==> config.mk <==
export PLATFORM = sky130hd
export DESIGN_NAME = mem_responder
export DESIGN_NICKNAME = d
export VERILOG_FILES = /design/src/rtl/mem_if_pkg.sv /design/src/rtl/mem_bank4x64x8.sv /design/src/rtl/mem_responder.sv
export SDC_FILE = /design/constraint.sdc
export NUM_CORES = 2
export LEC_CHECK = 0
export ABC_AREA = 1
export BUFFER_PORTS_ARGS = -buffer_cell sky130_fd_sc_hd__buf_2
export CELL_PAD_IN_SITES_DETAIL_PLACEMENT = 0
export CELL_PAD_IN_SITES_GLOBAL_PLACEMENT = 2
export CORE_MARGIN = 5
export CORE_UTILIZATION = 40
export DETAILED_ROUTE_END_ITERATION = 8
export MAX_ROUTING_LAYER = met4
export PLACE_DENSITY_LB_ADDON = 0.1
export SYNTH_ARGS = -nofsm -noshare
export SYNTH_HDL_FRONTEND = slang
export SYNTH_SLANG_ARGS = --single-unit
==> constraint.sdc <==
create_clock -name Clk -period 2.2 [get_ports Clk]
set_input_delay 0.44 -clock Clk [delete_from_list [all_inputs] [get_ports Clk]]
set_output_delay 0.44 -clock Clk [all_outputs]
set_load 0.005 [all_outputs]
==> src/rtl/mem_if_pkg.sv <==
// Shared definitions for the CPU memory handshake: FSM state encoding,
// READ_WRITE / WORD_BYTE encodings, default latency and a lane-mask helper.
package mem_if_pkg;

  typedef enum logic [1:0] {
    IDLE   = 2'd0,
    WAIT   = 2'd1,
    ACCESS = 2'd2,
    DONE   = 2'd3
  } state_t;

  localparam logic RW_READ  = 1'b1;
  localparam logic RW_WRITE = 1'b0;
  localparam logic WB_WORD  = 1'b1;
  localparam logic WB_BYTE  = 1'b0;

  localparam int DEFAULT_LATENCY = 2;
  localparam int CNT_W           = 4;

  // Byte lanes touched by an access: all four for a word, one for a byte.
  function automatic logic [3:0] lane_mask(input logic word, input logic [1:0] offs);
    lane_mask = word ? 4'b1111 : (4'b0001 << offs);
  endfunction

endpackage

==> src/rtl/mem_bank4x64x8.sv <==
// Byte-laned RAM: four independent 8-bit lane arrays sharing a word address.
// Each lane has its own write enable; the 32-bit word reads combinationally.
module mem_bank4x64x8 #(
  parameter int ADDR_W = 8
) (
  input  logic              clk,
  input  logic [3:0]        lane_we,
  input  logic [ADDR_W-3:0] word_addr,
  input  logic [31:0]       wdata,
  output logic [31:0]       rdata
);

  localparam int DEPTH = 2 ** (ADDR_W - 2);

  genvar gi;
  generate
    for (gi = 0; gi < 4; gi++) begin : g_lane
      logic [7:0] lane_mem [DEPTH];

      // Write this lane's byte when its enable is set.
      always_ff @(posedge clk) begin
        if (lane_we[gi]) begin
          lane_mem[word_addr] <= wdata[gi*8 +: 8];
        end
      end

      assign rdata[gi*8 +: 8] = lane_mem[word_addr];
    end
  endgenerate

endmodule

==> src/rtl/mem_responder.sv <==
// Memory-side responder for the MFA/MFC handshake. A request is latched in
// IDLE, waits LATENCY cycles, performs one ACCESS cycle (read strobe or write
// strobe) and then holds MFC until the CPU drops MFA.
module mem_responder
  import mem_if_pkg::*;
#(
  parameter int LATENCY = DEFAULT_LATENCY,
  parameter int ADDR_W  = 8
) (
  input  logic              Clk,
  input  logic              Reset,
  input  logic              MFA,
  input  logic              READ_WRITE,
  input  logic              WORD_BYTE,
  input  logic [ADDR_W-1:0] MEMADD,
  input  logic [31:0]       MEMDAT_IN,
  output logic [31:0]       MEMDAT_OUT,
  output logic              MEMLOAD,
  output logic              MEMSTORE,
  output logic              MFC
);

  state_t            state_reg;
  logic [CNT_W-1:0]  cnt_reg;
  logic [ADDR_W-1:0] addr_reg;
  logic              rw_reg;
  logic              wb_reg;

  logic [3:0]        lane_we;
  logic [31:0]       wdata;
  logic [31:0]       rd_word;
  logic [31:0]       read_val;

  // The write lands on the edge that ends ACCESS; a reset on that edge
  // suppresses it so an aborted access never touches the RAM.
  assign lane_we = (state_reg == ACCESS && rw_reg == RW_WRITE && Reset)
                   ? lane_mask(wb_reg, addr_reg[1:0]) : 4'b0000;

  // Byte writes replicate the byte onto every lane; only the enabled lane stores it.
  assign wdata = (wb_reg == WB_WORD) ? MEMDAT_IN : {4{MEMDAT_IN[7:0]}};

  mem_bank4x64x8 #(
    .ADDR_W(ADDR_W)
  ) u_bank (
    .clk      (Clk),
    .lane_we  (lane_we),
    .word_addr(addr_reg[ADDR_W-1:2]),
    .wdata    (wdata),
    .rdata    (rd_word)
  );

  // Word reads ignore the low address bits; byte reads zero-extend the selected lane.
  always_comb begin
    read_val = rd_word;
    if (wb_reg == WB_BYTE) begin
      read_val = {24'h0, rd_word[{addr_reg[1:0], 3'b000} +: 8]};
    end
  end

  // Handshake FSM with registered strobes, MFC and read data.
  always_ff @(posedge Clk) begin
    if (!Reset) begin
      state_reg  <= IDLE;
      cnt_reg    <= '0;
      MFC        <= 1'b0;
      MEMLOAD    <= 1'b0;
      MEMSTORE   <= 1'b0;
      MEMDAT_OUT <= 32'h0;
    end else begin
      MEMLOAD  <= 1'b0;
      MEMSTORE <= 1'b0;
      case (state_reg)
        IDLE: begin
          if (MFA) begin
            addr_reg  <= MEMADD;
            rw_reg    <= READ_WRITE;
            wb_reg    <= WORD_BYTE;
            cnt_reg   <= CNT_W'(LATENCY - 1);
            state_reg <= WAIT;
          end
        end
        WAIT: begin
          if (cnt_reg == '0) begin
            state_reg <= ACCESS;
            if (rw_reg == RW_READ) begin
              MEMLOAD    <= 1'b1;
              MEMDAT_OUT <= read_val;
            end else begin
              MEMSTORE <= 1'b1;
            end
          end else begin
            cnt_reg <= cnt_reg - 1'b1;
          end
        end
        ACCESS: begin
          state_reg <= DONE;
          MFC       <= 1'b1;
        end
        DONE: begin
          if (!MFA) begin
            state_reg <= IDLE;
            MFC       <= 1'b0;
          end
        end
        default: state_reg <= IDLE;
      endcase
    end
  end

endmodule

Word level (Yosys, flattened, before mapping)
Memory sizes are Yosys's and may differ from the RTL's. A register that Yosys moved wholly into a read port is not among the register bits. Index checks and enable logic that the tools add are counted.

Flip-flop bits (word level): 51. Latch bits: 0. Memory bits (writable): 2048. ROM bits: 0. Output and inout bits: 35. Memories: 4.

Memory list: u_bank.g_lane[0].lane_mem (words 64, bits a word 8, rd ports 1, clocked after Yosys merged registers in 1, write ports 1, line mem_bank4x64x8.sv:18) `logic [7:0] lane_mem [DEPTH];`; u_bank.g_lane[1].lane_mem (words 64, bits a word 8, rd ports 1, clocked after Yosys merged registers in 1, write ports 1, line mem_bank4x64x8.sv:18); u_bank.g_lane[2].lane_mem (words 64, bits a word 8, rd ports 1, clocked after Yosys merged registers in 1, write ports 1, line mem_bank4x64x8.sv:18); u_bank.g_lane[3].lane_mem (words 64, bits a word 8, rd ports 1, clocked after Yosys merged registers in 1, write ports 1, line mem_bank4x64x8.sv:18).

$add $sub $neg: 1. $mul: 0. Divide/modulo/power cells: 0. Order comparisons: 0. Eq/ne operators: 7. Shift-type cells: 2. Mux-type cells: 27. Bitwise gates (word level): 1. Reductions and logical operators: 12.

Operators with widths (count): two-way mux 32 bit (2); variable part select 32 x 6 -> 8 bit (1); two-way mux 6 bit (4); two-way mux 4 bit (4); AND reduction 3 bit (5); two-way mux 1 bit (11); inequality test 2 bit (second input constant) (4); one-hot mux 2 bit (4 select lines) (1); one-hot mux 4 bit (2 select lines) (1); two-way mux 2 bit (3); equality test 2 bit (second input constant) (2); zero test 4 bit (1); nonzero test 2 bit (2); << shifter 1 x 2 -> 4 bit (first input constant) (1); subtractor 4 x 1 -> 4 bit (second input constant) (1); equality test 2 x 1 -> 1 bit (second input constant) (1); logical AND 1 bit (2); zero test 2 bit (1); one-hot mux 1 bit (2 select lines) (1); AND reduction 2 bit (1); inverter 1 bit (1).

Longest topological paths before layout
Word-level depth: 6. Depth in mapped cells: 16.

Hierarchy
Synthesis repeated with hierarchy kept, for this count alone.

Cells, all modules: 9078. Area total of the unflattened synthesis: 89829.9 um^2.

By module, submodules not included: mem_bank4x64x8 (times used 1, cells an instance 8691, area an instance 87133.6 um^2, seq. area each 61499.0 um^2); mem_responder (times used 1, cells an instance 387, area an instance 2696.3 um^2, seq. area each 1121.1 um^2).

Least setup slack after synthesis
No wires, ideal clock.

Path type: register -> register. Start point: reg wb_reg. End point: mem u_bank.g_lane[1].lane_mem[0][0], data pin. Setup time: 0.514 ns. Arrival time: 1.565 ns. Required time: 1.686 ns. Slack: 0.120 ns. Cell stages (with the launch flop): 6. Buffers on the path: 2. Clock period less this slack: 2.080 ns. Cells stage by stage: edfxtp_1 buf_2 clkinv_1 buf_2 nand2_1 nand2_1.

Longest elaborated chain between the ends: 1.

Ends and longest elaborated chain: start, declared (line mem_responder.sv:27) `logic wb_reg;`; start signal, assigned (line mem_responder.sv:77) `wb_reg <= WORD_BYTE;`; two-way mux 32 bit (line mem_responder.sv:40) `assign wdata = (wb_reg == WB_WORD) ? MEMDAT_IN : {4{MEMDAT_IN[7:0]}};`; net u_bank.wdata[8] (line mem_bank4x64x8.sv:9) `input logic [31:0] wdata,`; end, declared (line mem_bank4x64x8.sv:18).

The timed path passes the listed nets, and every way through them passes these cells.

==> run metrics <==
Worst EP arrival 3.20 ns; DRC Markers 0; cell area power density 1032 mW/mm^2; number of flip-flops in the largest register 2048; DR pass1 iterations 6; vias in the first global route 57165; CTS Sinks 2105; Mapped Cells 7326; Hold Crit Start Reset; first-pass GRT wire length 425500 um; Yosys reg bits 2105; Max Root-Sink Buffers 3; post-synth cell types 26; Worst Skew 0.04231 ns; register area share after synthesis 0.7333; most frequent cell after synthesis nand2_1; Initial Utilization 0.4026; worst-margin pin slew 0.8488 ns; VDD IR-drop max 0.8571 mV; Hold Crit Class input pin to flip-flop; total track usage 0.2716; R2R Setup Slk -0.26 ns; Die Width 472.5 um; register clock-pin slew on the reported worst setup and hold paths 0.07 ns; failing checks negative setup slack; min Tclk post-route 2.459 ns; I/O pins 80; largest net degree at the start of global routing 65; Root Driver clkbuf_16; synthesis-to-finish area growth 24.34%; status finished with violations; Synth top cells by count nand2_1, edfxtp_1, nand3_1; Synth area leader edfxtp_1; Remaining Overflow, GRT 0; Antenna Nets Post-Route 0; Area contributors post-synth edfxtp_1, nand3_1, nand2_1; max-slew violations 0; post-DP HPWL 192300 um; clock insertion delay at the later pin of the skew report 0.87 ns; Routed WL 300700 um; Worst Path Class, Setup flip-flop to flip-flop; RSZ-0062 raised after global routing true; design area 0.1064 mm^2; layout cell share with drive strength beyond 1 0.1912; placed inst area 0.09572 mm^2; ys flop type edfxtp_1; Critical Path Start Type flip-flop; Mapped Avg Cell Area 11.68 um^2; Worst R2R Path Depth 15; Mapped Nets 7377; total of max-cap violations 0; final total power 109800 uW; CP max FO 13; Site Rows 169; leakage power 0.03879 uW; Final setup viols 36; die area 0.2232 mm^2; I/O Buffers 79; Iteration-0 DRC Markers 5952; share of the synthesized area in the top cell type 0.7223; final setup margin -0.2590 ns; Finished Core Util 0.5006; end of the worst register-to-register path MEMDAT_OUT[4]; WL/cell 27.12 um; initial antenna violation count 9; hold slack 0.1127 ns; Crit. End Element flip-flop; FMAX 406.7 MHz; gp weighted congestion 0.8990; Final period util 1.118; Fin. Hold Viols 0; CTS tree built; Critical Path RT 2.94 ns; die extent in y 472.5 um; TritonCTS Buffers 224; EDFF count, synth 2058; Max transition margin 0.4341; drt via density 5.382; layout net count 8119; post-synthesis cell area 0.08556 mm^2; ys async rst share 0; Syn. warnings 0; CTS H-tree depth 4; via count 59655; CP Capture Point MEMDAT_OUT[4]; Core Region 0.2125 mm^2
==> worst max-delay path: stages (launching register included) <==
cell and delay (ns):
dfxtp_4 0.36, buf_12 0.15, buf_16 0.16, buf_12 0.16, bufbuf_16 0.30, nand2_1 0.06
nand3_1 0.09, nand3_1 0.08, nand2_1 0.06, nand2_1 0.07, nand3_2 0.13, nand3_2 0.14
nand2_2 0.09, buf_12 0.14, a21oi_2 0.20, a21oi_1 0.09
==> cells by family after synthesis <==
| group | share of synthesized area |
|---|---|
| adder cells (fa/ha/maj) | 0.0008774 |
| AO/OA/AOI/OAI | 0.004548 |
| AND/OR/NAND/NOR | 0.2320 |
| buffers and inverters | 0.02929 |
| flip-flops | 0.7333 |
==> report_power, final <==
group | internal (uW) | total, uW | leakage, uW | switching, uW
sequential | 44800 | 45100 | 0.0189 | 319
clock | 22000 | 37800 | 0.00356 | 15700
combinational | 9640 | 26800 | 0.0163 | 17200
==> per-stage QoR <==
stage          instances  setup WS [ns]  setup TNS [ns]
6_report           11085        -0.2590          -3.860
4_1_cts            11047        -0.2161          -4.034
2_1_floorplan       7326         0.1205               0
3_3_place_gp       10572        -0.5006          -14.20
5_1_grt            11079        -0.2886          -5.680
3_5_place_dp       10572        -0.5301          -13.29
==> placed cells by master (no fill, tap or decap), drive strengths merged, types with 5 or more instances in the layout <==
| master | count |
|---|---|
| a21oi | 45 |
| o21ai | 23 |
| bufinv | 27 |
| inv | 38 |
| buf | 964 |
| nand3 | 1961 |
| nand2 | 2379 |
| dfxtp | 47 |
| bufbuf | 8 |
| ha | 6 |
| dlygate4sd3 | 12 |
| nor3 | 19 |
| clkinv | 100 |
| nor2 | 266 |
| edfxtp | 2058 |
| clkinvlp | 5 |
| diode | 10 |
| clkbuf | 289 |
==> layout make-up <==
type | instances | area (um^2)
fill | 19012 | 106100
sequential | 2105 | 62760
multi-input combinational | 4706 | 21670
timing repair buffer | 996 | 10900
clock buffer | 277 | 5877
tap | 2821 | 3530
clock inverter | 135 | 1416
inverter | 32 | 162.7
timing repair inverter | 3 | 48.80
antenna | 10 | 25.02
==> worst min path at each step <==
stage,end,slack [ns],depth (start not counted)
detailed placement,MEMSTORE,0.44,1
finish,state_reg[1],0.11,4
CTS,state_reg[1],0.04,4
global route,state_reg[1],0.07,4
global placement,MEMSTORE,0.44,1
floorplan,MEMSTORE,0.42,1
==> layer usage <==
layer  share of wire  wire (um)  GRT usage
met5               0          0          -
met3           0.063      18830    0.04093
met2            0.47     142000     0.4272
met1            0.43     128000     0.3637
met4           0.039      11870    0.09249
==> repair_timing <==
item | in CTS | in global routing
endpoints found under the hold margin | 22 | 0
hold buffers | 12 | 0
pin swaps | 25 | 31
buffers inserted | 28 | 20
cloned | 23 | 12
gates resized for setup | 224 | 166
endpoints found under the setup margin | 193 | 209
(Power assumes the default switching activity.)
